$ cat src/rtl/sum_secuencial32b.sv
// Multi-byte adder built around a single 8-bit slice, reused once per byte
// from the least significant byte upward. One result every N_BYTES+2 cycles.
module sum_secuencial32b #(
  parameter int N_BYTES = 4
) (
  input  logic                   i_Clk,
  input  logic                   i_Rst_n,
  input  logic                   i_Start,
  input  logic [8*N_BYTES-1:0]   i_bit1,
  input  logic [8*N_BYTES-1:0]   i_bit2,
  input  logic                   i_Carry,
  output logic [8*N_BYTES-1:0]   o_Suma,
  output logic                   o_Carry,
  output logic                   o_Busy,
  output logic                   o_Done
);

  localparam int W     = 8 * N_BYTES;
  localparam int IDX_W = (N_BYTES > 1) ? $clog2(N_BYTES) : 1;
  localparam logic [IDX_W-1:0] LAST = IDX_W'(N_BYTES - 1);

  typedef enum logic [1:0] {
    IDLE = 2'd0,
    RUN  = 2'd1,
    DONE = 2'd2
  } state_t;

  state_t           state;
  state_t           state_nxt;
  logic [W-1:0]     a_r;
  logic [W-1:0]     b_r;
  logic             carry_r;
  logic [IDX_W-1:0] idx;

  logic [7:0]       a_byte;
  logic [7:0]       b_byte;
  logic [7:0]       s_byte;
  logic             s_co;

  always_ff @(posedge i_Clk) begin
    if (!i_Rst_n) state <= IDLE;
    else          state <= state_nxt;
  end

  always_comb begin
    state_nxt = state;
    case (state)
      IDLE:    if (i_Start) state_nxt = RUN;
      RUN:     if (idx == LAST) state_nxt = DONE;
      DONE:    state_nxt = IDLE;
      default: state_nxt = IDLE;
    endcase
  end

  // The one shared slice: byte idx of the latched operands plus the running carry.
  assign a_byte = a_r[{idx, 3'b000} +: 8];
  assign b_byte = b_r[{idx, 3'b000} +: 8];
  assign {s_co, s_byte} = {1'b0, a_byte} + {1'b0, b_byte} + {8'b0, carry_r};

  always_ff @(posedge i_Clk) begin
    if (!i_Rst_n) begin
      a_r     <= '0;
      b_r     <= '0;
      carry_r <= 1'b0;
      idx     <= '0;
      o_Suma  <= '0;
      o_Carry <= 1'b0;
    end else begin
      case (state)
        IDLE: begin
          if (i_Start) begin
            a_r     <= i_bit1;
            b_r     <= i_bit2;
            carry_r <= i_Carry;
            idx     <= '0;
            o_Suma  <= '0;
            o_Carry <= 1'b0;
          end
        end
        RUN: begin
          o_Suma[{idx, 3'b000} +: 8] <= s_byte;
          carry_r                    <= s_co;
          // Wrap the index to 0 on the last byte so it never points past the operand.
          if (idx == LAST) begin
            o_Carry <= s_co;
            idx     <= '0;
          end else begin
            idx <= idx + IDX_W'(1);
          end
        end
        default: ;
      endcase
    end
  end

  assign o_Busy = (state != IDLE);
  assign o_Done = (state == DONE);

endmodule

$ cat config.mk
export PLATFORM = sky130hd
export DESIGN_NAME = sum_secuencial32b
export DESIGN_NICKNAME = d
export VERILOG_FILES = /design/src/rtl/sum_secuencial32b.sv
export SDC_FILE = /design/constraint.sdc
export NUM_CORES = 1
export LEC_CHECK = 0
export ABC_AREA = 1
export ABC_CLOCK_PERIOD_IN_PS = 3130
export BUFFER_PORTS_ARGS = -buffer_cell sky130_fd_sc_hd__buf_2
export CAP_MARGIN = 20
export CORE_ASPECT_RATIO = 1.25
export CORE_MARGIN = 2
export CORE_UTILIZATION = 56
export CTS_BUF_LIST = sky130_fd_sc_hd__clkbuf_2 sky130_fd_sc_hd__clkbuf_4 sky130_fd_sc_hd__clkbuf_8
export DETAILED_ROUTE_END_ITERATION = 6
export PLACE_DENSITY = 0.82
export RECOVER_POWER = 50
export SKIP_CTS_REPAIR_TIMING = 1
export SYNTH_ARGS = -nofsm -noshare
export SYNTH_HDL_FRONTEND = slang
export SYNTH_SLANG_ARGS = --single-unit
export TNS_END_PERCENT = 30
$ cat constraint.sdc
create_clock -name i_Clk -period 3.13 [get_ports i_Clk]
set_input_delay 0.313 -clock i_Clk [delete_from_list [all_inputs] [get_ports i_Clk]]
set_output_delay 0.313 -clock i_Clk [all_outputs]
set_load 0.02 [all_outputs]
==> impl_metrics.xml, run 1 <==
<?xml version="1.0" encoding="UTF-8"?>
<metrics>
  <group name="global_route">
    <metric name="initial_antenna_violation_count" unit="">0</metric>
    <metric name="grt_pass1_vias" unit="">4202</metric>
    <metric name="overflow_left_after_global_routing" unit="">0</metric>
    <metric name="grt_max_degree" unit="">67</metric>
    <metric name="grt_pass1_wl" unit="µm">19100</metric>
    <metric name="grt.total_usage" unit="%">26.5</metric>
  </group>
  <group name="layout">
    <metric name="final_core_utilization" unit="%">67.0</metric>
    <metric name="leading_cell_type_in_the_layout_fill_and_taps_excluded" unit="">nor2_1</metric>
    <metric name="final_net_count" unit="">791</metric>
    <metric name="insertedDiodeCount" unit="">0</metric>
    <metric name="instances_no_fill" unit="">810</metric>
    <metric name="flow.area_growth_from_synthesis" unit="%">15.4</metric>
    <metric name="layout-drive-gt1-share" unit="%">14.3</metric>
    <metric name="most_frequent_cells_in_the_layout" unit="">165 x nor2_1, 102 x dfxtp_1, 94 x o21ai_0, 87 x nand2_1, 67 x buf_2</metric>
  </group>
  <group name="route">
    <metric name="drt-initial-drc-count" unit="">209</metric>
    <metric name="drc_errors" unit="">0</metric>
    <metric name="post_drt_wl_per_cell" unit="µm">13.9</metric>
    <metric name="drt_pre_antenna_iters" unit="">5</metric>
    <metric name="post_drt_via_cell_ratio" unit="">5.40</metric>
    <metric name="detailroute.via_count" unit="">4378</metric>
    <metric name="postRouteAntennaNets" unit="">0</metric>
    <metric name="total_wirelength" unit="µm">11300</metric>
  </group>
  <group name="critical_path">
    <metric name="setup.worst_path.end_class" unit="">flop</metric>
    <metric name="worst_r2r_path_depth" unit="">9</metric>
    <metric name="worst-endpoint-arrival" unit="ps">2910</metric>
    <metric name="worstPathMaxFanout" unit="">20</metric>
    <metric name="rr_startpoint" unit="">idx[1]$_SDFFE_PN0P_</metric>
    <metric name="timing.critical_path.from_type" unit="">flop</metric>
    <metric name="cp.required" unit="ps">3420</metric>
    <metric name="crit_path_start" unit="">idx[1]$_SDFFE_PN0P_</metric>
    <metric name="critical_path_class" unit="">reg -&gt; reg</metric>
    <metric name="rr_endpoint" unit="">o_Suma[10]$_SDFFE_PN0P_</metric>
    <metric name="ff2ff_setup_slack" unit="ps">510</metric>
  </group>
  <group name="logic_synthesis">
    <metric name="synth_seq_area_share" unit="%">44.9</metric>
    <metric name="synth_largest_area_cell" unit="">dfxtp_1</metric>
    <metric name="synthesis.area_per_instance" unit="µm²">7.26</metric>
    <metric name="synth_cells" unit="">626</metric>
    <metric name="post_synth_instance_area" unit="mm²">0.00455</metric>
    <metric name="synth_nets" unit="">707</metric>
    <metric name="post_synth_num_cell_types" unit="">30</metric>
    <metric name="yosys.area.top_type_share" unit="%">44.9</metric>
    <metric name="yosys_warnings" unit="">0</metric>
    <metric name="synth_seq_cells" unit="">102</metric>
    <metric name="ys_top_cells_by_area" unit="">dfxtp_1 45%, nor2_1 14%, o21ai_0 10%</metric>
  </group>
  <group name="clock_tree">
    <metric name="tritoncts" unit="">built</metric>
    <metric name="max_h_tree_level" unit="">3</metric>
    <metric name="cts_inserted_buffers" unit="">9</metric>
    <metric name="clk_path_buf_depth" unit="">2</metric>
    <metric name="clkSlewWorstSetupHoldPaths" unit="ps">90</metric>
    <metric name="numClockSinks" unit="">102</metric>
    <metric name="cts_root_buffer" unit="">clkbuf_8</metric>
    <metric name="clock_latency" unit="ps">370</metric>
  </group>
  <group name="power">
    <metric name="ir_drop" unit="mV">0.324</metric>
    <metric name="cellPowerDensity" unit="mW/mm²">599</metric>
    <metric name="switchingPower" unit="µW">911</metric>
    <metric name="power.leakage" unit="µW">0.00224</metric>
    <metric name="switching_share" unit="%">29.0</metric>
    <metric name="comb_power_share" unit="%">20.2</metric>
    <metric name="power_frac_seq" unit="%">45.5</metric>
    <metric name="clockPowerShare" unit="%">34.3</metric>
    <metric name="internal-power" unit="µW">2230</metric>
  </group>
  <group name="worst_hold_path">
    <metric name="min_from" unit="">i_bit2[4]</metric>
    <metric name="timing.hold.worst_endpoint" unit="">b_r[4]$_SDFFE_PN0P_</metric>
    <metric name="min_path_cells" unit="">3</metric>
    <metric name="min_path_type" unit="">in -&gt; reg</metric>
  </group>
  <group name="status">
    <metric name="run_status" unit="">completed</metric>
  </group>
  <group name="floorplanning">
    <metric name="die_width" unit="µm">84.6</metric>
    <metric name="die-area" unit="mm²">0.00886</metric>
    <metric name="dieHeight" unit="µm">105</metric>
    <metric name="core_area" unit="mm²">0.00784</metric>
    <metric name="num_rows" unit="">36</metric>
    <metric name="start_util" unit="%">58.0</metric>
    <metric name="number_of_top_level_pins" unit="">103</metric>
  </group>
  <group name="timing">
    <metric name="worst_slew_margin_rel" unit="%">20.1</metric>
    <metric name="timing.fmax" unit="MHz">382</metric>
    <metric name="final_period_minus_worst_setup_slack" unit="ps">2620</metric>
    <metric name="post-route-period-util" unit="%">83.7</metric>
    <metric name="tns" unit="ps">0</metric>
    <metric name="report.final.setup_viol" unit="">0</metric>
    <metric name="worst-slew-pin-transition" unit="ps">1200</metric>
    <metric name="setup_repair_after_global_routing_missed_its_margin" unit="">false</metric>
    <metric name="hold_slack" unit="ps">185</metric>
    <metric name="finalMaxSlewViolations" unit="">0</metric>
    <metric name="timing.final.hold_violations" unit="">0</metric>
    <metric name="finalClockSkew" unit="ps">6.80</metric>
  </group>
  <group name="placed_design">
    <metric name="numPlacedInstances" unit="">794</metric>
    <metric name="portBuffers" unit="">102</metric>
    <metric name="place_congestion" unit="">0.895</metric>
    <metric name="dp.final_hpwl" unit="µm">8250</metric>
  </group>
  <group name="job">
    <metric name="cap_viol_max_count" unit="">0</metric>
  </group>
</metrics>
## registers in the layout, summed over array words and instances (netlist names)
| register | cells |
|---|---|
| a_r | 32 |
| state | 2 |
| b_r | 32 |
| idx | 2 |
| carry_r | 1 |
| o_Suma | 32 |
| o_Carry | 1 |
## worst max-delay path by stage
| stage | endpoint | slack, ps | depth (start not counted) |
|---|---|---|---|
| after global placement | o_Suma[25]$_SDFFE_PN0P_ | 660 | 9 |
| after CTS | o_Suma[28]$_SDFFE_PN0P_ | 550 | 11 |
| final | o_Suma[10]$_SDFFE_PN0P_ | 510 | 9 |
| after floorplan | o_Suma[28]$_SDFFE_PN0P_ | 760 | 13 |
| after detailed placement | o_Suma[28]$_SDFFE_PN0P_ | 600 | 11 |
| after global routing | o_Suma[26]$_SDFFE_PN0P_ | 240 | 9 |
## area by class of cell
| type | count | area [µm²] |
|---|---|---|
| timing repair buffer | 109 | 517 |
| multi-input combinational | 455 | 2180 |
| clock inverter | 6 | 133 |
| clock buffer | 10 | 138 |
| fill | 717 | 2590 |
| tap | 95 | 119 |
| inverter | 33 | 124 |
| sequential | 102 | 2040 |
## per-stage QoR
step	area, µm²	power [µW]	setup WS (ps)
after global placement	5030	2070	656
final	5250	3140	509
after CTS	5300	3150	549
after detailed placement	5030	2090	598
after floorplan	4550	1910	761
after global routing	5250	3300	238
## kinds of logic after synthesis
logic type / synth area share, %
adders and majority gates: 3.91
and+or+nand+nor: 25.4
buffers and inverters: 7.18
DFF: 44.9
xor gates and xnor gates: 0.743
AOI/OAI and AO/OA: 17.9
## metal layers
| layer | vias to the layer above | track usage (%) | routed length [µm] |
|---|---|---|---|
| li1 | 2209 | - | - |
| met1 | 1983 | 31.6 | 4770 |
| met2 | 155 | 45.4 | 5500 |
| met3 | 31 | 4.11 | 545 |
| met4 | 0 | 14.1 | 435 |
| met5 | - | 0 | 0 |
## Yosys cell counts
master / instances
a22o_1: 1
buf_2: 3
a21o_1: 1
nand3_1: 14
nor2_2: 3
clkbuf_1: 22
buf_4: 3
inv_2: 4
dfxtp_1: 102
a32oi_1: 2
ha_1: 11
xnor2_1: 2
nor2_1: 165
o22ai_1: 14
a21oi_1: 41
buf_6: 7
nor3_4: 2
nand2_2: 3
fa_1: 2
nor3_1: 1
a211oi_1: 1
o21ai_0: 94
inv_1: 27
nand2_1: 86
nand3_2: 1
nand4_1: 9
clkinv_1: 2
xor2_2: 1
a21oi_2: 1
buf_1: 1
## critical path, cell delays in order, from the launching register on
cell and delay, ps:
dfxtp_1 340, clkinv_1 400, a32oi_1 430, inv_1 100, fa_1 470, xnor2_1 280
nand2_1 90, nor2_1 200, nand2_1 100, a21oi_1 130
## power by group through the flow
stage / sequential (µW) / combinational (µW) / clock [µW]
6_report: 1430 / 635 / 1080
5_1_grt: 1440 / 722 / 1140
4_1_cts: 1430 / 633 / 1090
3_5_place_dp: 1460 / 628 / 0
3_3_place_gp: 1460 / 615 / 0
2_1_floorplan: 1450 / 457 / 0
No activity file was read; power rests on OpenSTA's default activity.
==> run 2, diff against run 1 <==
--- a/config.mk
+++ b/config.mk
@@ -6,15 +6,15 @@
 export NUM_CORES = 1
 export LEC_CHECK = 0
 export ABC_AREA = 1
-export ABC_CLOCK_PERIOD_IN_PS = 3130
+export ABC_CLOCK_PERIOD_IN_PS = 2400
 export BUFFER_PORTS_ARGS = -buffer_cell sky130_fd_sc_hd__buf_2
 export CAP_MARGIN = 20
 export CORE_ASPECT_RATIO = 1.25
 export CORE_MARGIN = 2
-export CORE_UTILIZATION = 56
+export CORE_UTILIZATION = 50
 export CTS_BUF_LIST = sky130_fd_sc_hd__clkbuf_2 sky130_fd_sc_hd__clkbuf_4 sky130_fd_sc_hd__clkbuf_8
 export DETAILED_ROUTE_END_ITERATION = 6
-export PLACE_DENSITY = 0.82
+export PLACE_DENSITY = 0.78
 export RECOVER_POWER = 50
 export SKIP_CTS_REPAIR_TIMING = 1
 export SYNTH_ARGS = -nofsm -noshare
==> constraint.sdc (replaced) <==
create_clock -name i_Clk -period 2.4 [get_ports i_Clk]
set_input_delay 0.24 -clock i_Clk [delete_from_list [all_inputs] [get_ports i_Clk]]
set_output_delay 0.24 -clock i_Clk [all_outputs]
set_load 0.02 [all_outputs]
==> impl_metrics.xml, run 2 (synthesis results as in run 1) <==
<?xml version="1.0" encoding="UTF-8"?>
<metrics>
  <group name="status">
    <metric name="run_status" unit="">completed</metric>
  </group>
  <group name="layout">
    <metric name="final_core_utilization" unit="%">64.1</metric>
    <metric name="final_net_count" unit="">816</metric>
    <metric name="insertedDiodeCount" unit="">0</metric>
    <metric name="fillers" unit="">795</metric>
    <metric name="leading_cell_type_in_the_layout_fill_and_taps_excluded" unit="">nor2_1</metric>
    <metric name="most_frequent_cells_in_the_layout" unit="">164 x nor2_1, 100 x dfxtp_1, 89 x o21ai_0, 85 x nand2_1, 68 x buf_2</metric>
    <metric name="layout-drive-gt1-share" unit="%">20.5</metric>
    <metric name="reg_top3" unit="">a_r (32), b_r (32), o_Suma (32)</metric>
    <metric name="flow.area_growth_from_synthesis" unit="%">23.3</metric>
    <metric name="instances_no_fill" unit="">858</metric>
  </group>
  <group name="timing">
    <metric name="worst_slew_margin_rel" unit="%">20.3</metric>
    <metric name="final_period_minus_worst_setup_slack" unit="ps">2360</metric>
    <metric name="timing.final.hold_violations" unit="">0</metric>
    <metric name="finalClockSkew" unit="ps">10.7</metric>
    <metric name="report.final.setup_viol" unit="">0</metric>
    <metric name="post-route-period-util" unit="%">98.4</metric>
    <metric name="timing.fmax" unit="MHz">423</metric>
    <metric name="finalMaxSlewViolations" unit="">0</metric>
    <metric name="worst-slew-pin-transition" unit="ps">1190</metric>
  </group>
  <group name="placed_design">
    <metric name="numPlacedInstances" unit="">830</metric>
    <metric name="place_congestion" unit="">0.890</metric>
    <metric name="dp.final_hpwl" unit="µm">8260</metric>
    <metric name="portBuffers" unit="">102</metric>
  </group>
  <group name="job">
    <metric name="cap_viol_max_count" unit="">0</metric>
  </group>
  <group name="floorplanning">
    <metric name="start_util" unit="%">52.0</metric>
    <metric name="number_of_top_level_pins" unit="">103</metric>
    <metric name="dieHeight" unit="µm">111</metric>
    <metric name="num_rows" unit="">38</metric>
    <metric name="die_width" unit="µm">89.3</metric>
    <metric name="core_area" unit="mm²">0.00875</metric>
    <metric name="die-area" unit="mm²">0.00988</metric>
  </group>
  <group name="power">
    <metric name="cellPowerDensity" unit="mW/mm²">757</metric>
    <metric name="ir_drop" unit="mV">0.411</metric>
    <metric name="power.leakage" unit="µW">0.00238</metric>
  </group>
  <group name="route">
    <metric name="post_drt_wl_per_cell" unit="µm">13.4</metric>
    <metric name="post_drt_via_cell_ratio" unit="">5.19</metric>
    <metric name="drt_pre_antenna_iters" unit="">4</metric>
    <metric name="total_wirelength" unit="µm">11500</metric>
    <metric name="postRouteAntennaNets" unit="">0</metric>
    <metric name="drc_errors" unit="">0</metric>
    <metric name="detailroute.via_count" unit="">4450</metric>
    <metric name="drt-initial-drc-count" unit="">210</metric>
  </group>
  <group name="clock_tree">
    <metric name="tritoncts" unit="">built</metric>
    <metric name="cts_root_buffer" unit="">clkbuf_8</metric>
    <metric name="numClockSinks" unit="">102</metric>
    <metric name="clock_latency" unit="ps">370</metric>
    <metric name="clkSlewWorstSetupHoldPaths" unit="ps">90</metric>
    <metric name="cts_inserted_buffers" unit="">9</metric>
    <metric name="clk_path_buf_depth" unit="">2</metric>
    <metric name="max_h_tree_level" unit="">3</metric>
  </group>
  <group name="global_route">
    <metric name="grt.total_usage" unit="%">22.9</metric>
    <metric name="grt_pass1_wl" unit="µm">18300</metric>
    <metric name="initial_antenna_violation_count" unit="">0</metric>
    <metric name="grt_pass1_vias" unit="">4129</metric>
    <metric name="overflow_left_after_global_routing" unit="">0</metric>
    <metric name="grt_max_degree" unit="">66</metric>
  </group>
  <group name="worst_hold_path">
    <metric name="min_path_type" unit="">in -&gt; reg</metric>
  </group>
  <group name="critical_path">
    <metric name="worstPathMaxFanout" unit="">8</metric>
    <metric name="cp.required" unit="ps">2690</metric>
    <metric name="critical_path_class" unit="">reg -&gt; reg</metric>
    <metric name="worst-endpoint-arrival" unit="ps">2660</metric>
    <metric name="setup.worst_path.end_class" unit="">flop</metric>
    <metric name="timing.critical_path.from_type" unit="">flop</metric>
  </group>
</metrics>
run 2: metrics by stage:
step / total power, µW / instance area [µm²] / hold WS, ps / setup slack [ps] / setup TNS (ps)
2_1_floorplan: 2490 / 4550 / 403 / 31.2 / 0
3_3_place_gp: 2760 / 5140 / 450 / -45.5 / -45.5
3_5_place_dp: 2790 / 5140 / 452 / -71.9 / -94.0
4_1_cts: 4130 / 5400 / 103 / -95.9 / -198
5_1_grt: 4450 / 5610 / 117 / -59.2 / -167
6_report: 4240 / 5610 / 115 / 37.4 / 0
run 2: power breakdown:
part | switching [µW] | internal, µW | leakage, µW | total [µW]
sequential | 71.1 | 1800 | 0.000839 | 1870
clock | 552 | 815 | 0.000128 | 1370
combinational | 595 | 410 | 0.00141 | 1000
run 2: critical path, cell delays in order (launching register included):
cell and delay [ps]:
dfxtp_4 380, inv_4 70, buf_6 120, nor2_1 50, o22ai_1 220, fa_2 270
inv_1 70, fa_2 400, buf_4 160, xnor2_4 150, nand2_1 90, nor2_2 110
nand2_1 70, a21oi_1 140
run 2: worst paths after layout:
check	depth (start not counted)	slack [ps]	from	end
worst max-delay path	13	40	idx[0]$_SDFFE_PN0P_	o_Suma[26]$_SDFFE_PN0P_
worst max register to register	13	40	idx[0]$_SDFFE_PN0P_	o_Suma[26]$_SDFFE_PN0P_
worst min-delay path	3	110	i_bit1[7]	a_r[7]$_SDFFE_PN0P_
worst min register to register	2	460	o_Suma[24]$_SDFFE_PN0P_	o_Suma[24]$_SDFFE_PN0P_
run 2: final cells by class:
| cell class | instances | area [µm²] | share of cell area [%] |
|---|---|---|---|
| multi-input combinational | 455 | 2290 | 40.8 |
| timing repair buffer | 133 | 726 | 12.9 |
| timing repair inverter | 1 | 5.00 | 0.0892 |
| clock buffer | 10 | 138 | 2.45 |
| clock inverter | 4 | 120 | 2.14 |
| tap | 120 | 150 | 2.68 |
| inverter | 33 | 130 | 2.32 |
| sequential | 102 | 2050 | 36.5 |
run 2: routing by layer:
| metal | vias up | GRT usage (%) | part of all wire [%] | routed length [µm] |
|---|---|---|---|---|
| met5 | - | 0 | 0 | 0 |
| met4 | 0 | 10.7 | 3.0 | 342 |
| met3 | 25 | 3.59 | 5.6 | 643 |
| met2 | 152 | 37.1 | 48 | 5540 |
| met1 | 2014 | 29.3 | 43 | 4930 |
| li1 | 2259 | - | - | - |
==> run 3, diff against run 2 <==
--- a/config.mk
+++ b/config.mk
@@ -16,6 +16,7 @@
 export DETAILED_ROUTE_END_ITERATION = 6
 export PLACE_DENSITY = 0.78
 export RECOVER_POWER = 50
+export REMOVE_ABC_BUFFERS = 1
 export SKIP_CTS_REPAIR_TIMING = 1
 export SYNTH_ARGS = -nofsm -noshare
 export SYNTH_HDL_FRONTEND = slang
==> impl_metrics.xml, run 3 (synthesis results as in run 1) <==
<?xml version="1.0" encoding="UTF-8"?>
<metrics>
  <group name="route">
    <metric name="drt-initial-drc-count" unit="">227</metric>
    <metric name="drc_errors" unit="">0</metric>
    <metric name="detailroute.via_count" unit="">4337</metric>
    <metric name="postRouteAntennaNets" unit="">0</metric>
    <metric name="total_wirelength" unit="µm">10900</metric>
    <metric name="post_drt_via_cell_ratio" unit="">5.15</metric>
    <metric name="post_drt_wl_per_cell" unit="µm">13.0</metric>
    <metric name="drt_pre_antenna_iters" unit="">5</metric>
  </group>
  <group name="floorplanning">
    <metric name="number_of_top_level_pins" unit="">103</metric>
    <metric name="core_area" unit="mm²">0.00875</metric>
    <metric name="start_util" unit="%">52.0</metric>
    <metric name="die-area" unit="mm²">0.00988</metric>
    <metric name="num_rows" unit="">38</metric>
    <metric name="die_width" unit="µm">89.3</metric>
    <metric name="dieHeight" unit="µm">111</metric>
  </group>
  <group name="global_route">
    <metric name="grt_pass1_vias" unit="">4136</metric>
    <metric name="overflow_left_after_global_routing" unit="">0</metric>
    <metric name="grt_pass1_wl" unit="µm">18100</metric>
    <metric name="grt.total_usage" unit="%">22.5</metric>
    <metric name="grt_max_degree" unit="">55</metric>
    <metric name="initial_antenna_violation_count" unit="">0</metric>
  </group>
  <group name="timing">
    <metric name="timing.fmax" unit="MHz">435</metric>
    <metric name="setup_repair_after_global_routing_missed_its_margin" unit="">true</metric>
    <metric name="final_period_minus_worst_setup_slack" unit="ps">2300</metric>
    <metric name="report.final.setup_viol" unit="">0</metric>
    <metric name="setup_ws" unit="ps">103</metric>
    <metric name="finalClockSkew" unit="ps">11.5</metric>
    <metric name="worst_slew_margin_rel" unit="%">59.6</metric>
    <metric name="post-route-period-util" unit="%">95.7</metric>
    <metric name="timing.final.hold_violations" unit="">0</metric>
    <metric name="hold_slack" unit="ps">118</metric>
    <metric name="finalMaxSlewViolations" unit="">0</metric>
    <metric name="worst-slew-pin-transition" unit="ps">606</metric>
  </group>
  <group name="clock_tree">
    <metric name="cts_root_buffer" unit="">clkbuf_8</metric>
    <metric name="numClockSinks" unit="">102</metric>
    <metric name="clkSlewWorstSetupHoldPaths" unit="ps">100</metric>
    <metric name="clock_latency" unit="ps">360</metric>
    <metric name="cts_inserted_buffers" unit="">9</metric>
    <metric name="tritoncts" unit="">built</metric>
    <metric name="max_h_tree_level" unit="">3</metric>
    <metric name="clk_path_buf_depth" unit="">2</metric>
  </group>
  <group name="critical_path">
    <metric name="worstPathCellList" unit="">buf_6 &gt; buf_6 &gt; o21ai_1 &gt; o22ai_1 &gt; ha_2 &gt; nand2_1 &gt; nand2_1 &gt; a21oi_1 &gt; nand3_1 &gt; nand2_2 &gt; nand4_1 &gt; a21oi_1</metric>
    <metric name="critical_path_class" unit="">reg -&gt; reg</metric>
    <metric name="max_stage_delay" unit="ps">400</metric>
    <metric name="cp_slowest_cell" unit="">dfxtp_4</metric>
    <metric name="crit_family" unit="">compound AO/OA/AOI/OAI gates</metric>
    <metric name="setup.worst_path.end_class" unit="">flop</metric>
    <metric name="timing.critical_path.from_type" unit="">flop</metric>
    <metric name="worstPathMaxFanout" unit="">16</metric>
    <metric name="wp_buf_inv" unit="">2</metric>
    <metric name="cp.required" unit="ps">2690</metric>
    <metric name="worst-endpoint-arrival" unit="ps">2590</metric>
    <metric name="ff2ff_setup_slack" unit="ps">100</metric>
  </group>
  <group name="placed_design">
    <metric name="pre_cts_slack" unit="ps">-38.6</metric>
    <metric name="portBuffers" unit="">102</metric>
    <metric name="dp.final_hpwl" unit="µm">8100</metric>
    <metric name="place_congestion" unit="">0.898</metric>
  </group>
  <group name="worst_hold_path">
    <metric name="min_path_type" unit="">in -&gt; reg</metric>
  </group>
  <group name="layout">
    <metric name="reg_top3" unit="">a_r (32), b_r (32), o_Suma (32)</metric>
    <metric name="area.sequential" unit="mm²">0.00205</metric>
    <metric name="most_frequent_cells_in_the_layout" unit="">165 x nor2_1, 100 x dfxtp_1, 91 x o21ai_0, 84 x nand2_1, 71 x buf_2</metric>
    <metric name="flow.area_growth_from_synthesis" unit="%">17.3</metric>
    <metric name="layout-drive-gt1-share" unit="%">17.9</metric>
    <metric name="final_net_count" unit="">799</metric>
    <metric name="insertedDiodeCount" unit="">0</metric>
    <metric name="fillers" unit="">856</metric>
    <metric name="area_taken_by_multi_input_logic_gates" unit="mm²">0.00222</metric>
    <metric name="leading_cell_type_in_the_layout_fill_and_taps_excluded" unit="">nor2_1</metric>
  </group>
  <group name="power">
    <metric name="ir_drop" unit="mV">0.407</metric>
    <metric name="switchingPower" unit="µW">1190</metric>
    <metric name="comb_power_share" unit="%">23.2</metric>
    <metric name="power_frac_seq" unit="%">48.7</metric>
    <metric name="clockPowerShare" unit="%">28.1</metric>
    <metric name="internal-power" unit="µW">2630</metric>
    <metric name="switching_share" unit="%">31.2</metric>
    <metric name="power.leakage" unit="µW">0.00226</metric>
    <metric name="cellPowerDensity" unit="mW/mm²">718</metric>
  </group>
  <group name="status">
    <metric name="run_status" unit="">completed</metric>
  </group>
  <group name="job">
    <metric name="cap_viol_max_count" unit="">0</metric>
  </group>
</metrics>
==> run 3: changes by cell type in the layout (fill, tap and decap cells not counted), moves of 3 or more <==
cell | previous run | this run
buf_4 | 23 | 12
bufinv_16 | 4 | 1
buf_2 | 68 | 71
o21ai_2 | 3 | 0
clkbuf_1 | 35 | 31
a21oi_1 | 37 | 40
nand3_1 | 11 | 14
==> run 3: worst paths after layout <==
kind	startpoint	endpoint	depth (start not counted)
min	i_bit1[5]	a_r[5]$_SDFFE_PN0P_	3
max reg2reg	idx[0]$_SDFFE_PN0P_	o_Suma[31]$_SDFFE_PN0P_	12
max	idx[0]$_SDFFE_PN0P_	o_Suma[31]$_SDFFE_PN0P_	12
min reg2reg	o_Suma[8]$_SDFFE_PN0P_	o_Suma[8]$_SDFFE_PN0P_	2
==> run 3: routing by layer <==
metal | global-route usage [%] | part of all wire, %
met5 | 0 | 0
met4 | 7.56 | 1.7
met3 | 4.63 | 5.6
met2 | 38.3 | 50
met1 | 27.5 | 42
==> run 3: worst register-to-register path, delay by kind of cell, from the launching register on <==
family                     cells  cell delay (ps)
adders and majority gates      1              340
AOI/OAI and AO/OA              4              620
DFF                            1              400
and+or+nand+nor                5              540
buffers and inverters          2              330
==> run 3: power groups by stage <==
stage	registers [µW]	clock network [µW]	logic, µW
2_1_floorplan	1910	0	531
3_3_place_gp	1900	0	815
3_5_place_dp	1900	0	836
4_1_cts	1860	1080	845
5_1_grt	1880	1160	995
6_report	1860	1080	888
==> run 3: layout make-up <==
cell class	instances	share of cell area, %
clock inverter	5	1.13
tap	120	2.81
inverter	33	2.37
sequential	102	38.4
timing repair buffer	117	11.2
clock buffer	10	2.58
multi-input combinational	455	41.6
==> run 3: metrics by stage <==
step	util (%)	total power, µW	setup TNS (ps)	instance area [µm²]	cells
global placement	58.4	2710	0	5110	826
finish	61.0	3830	0	5330	842
detailed placement	58.4	2740	-85.4	5110	826
CTS	60.7	3790	-245	5310	841
global route	61.0	4030	-294	5330	842
floorplan	-	2440	-30120	4340	590
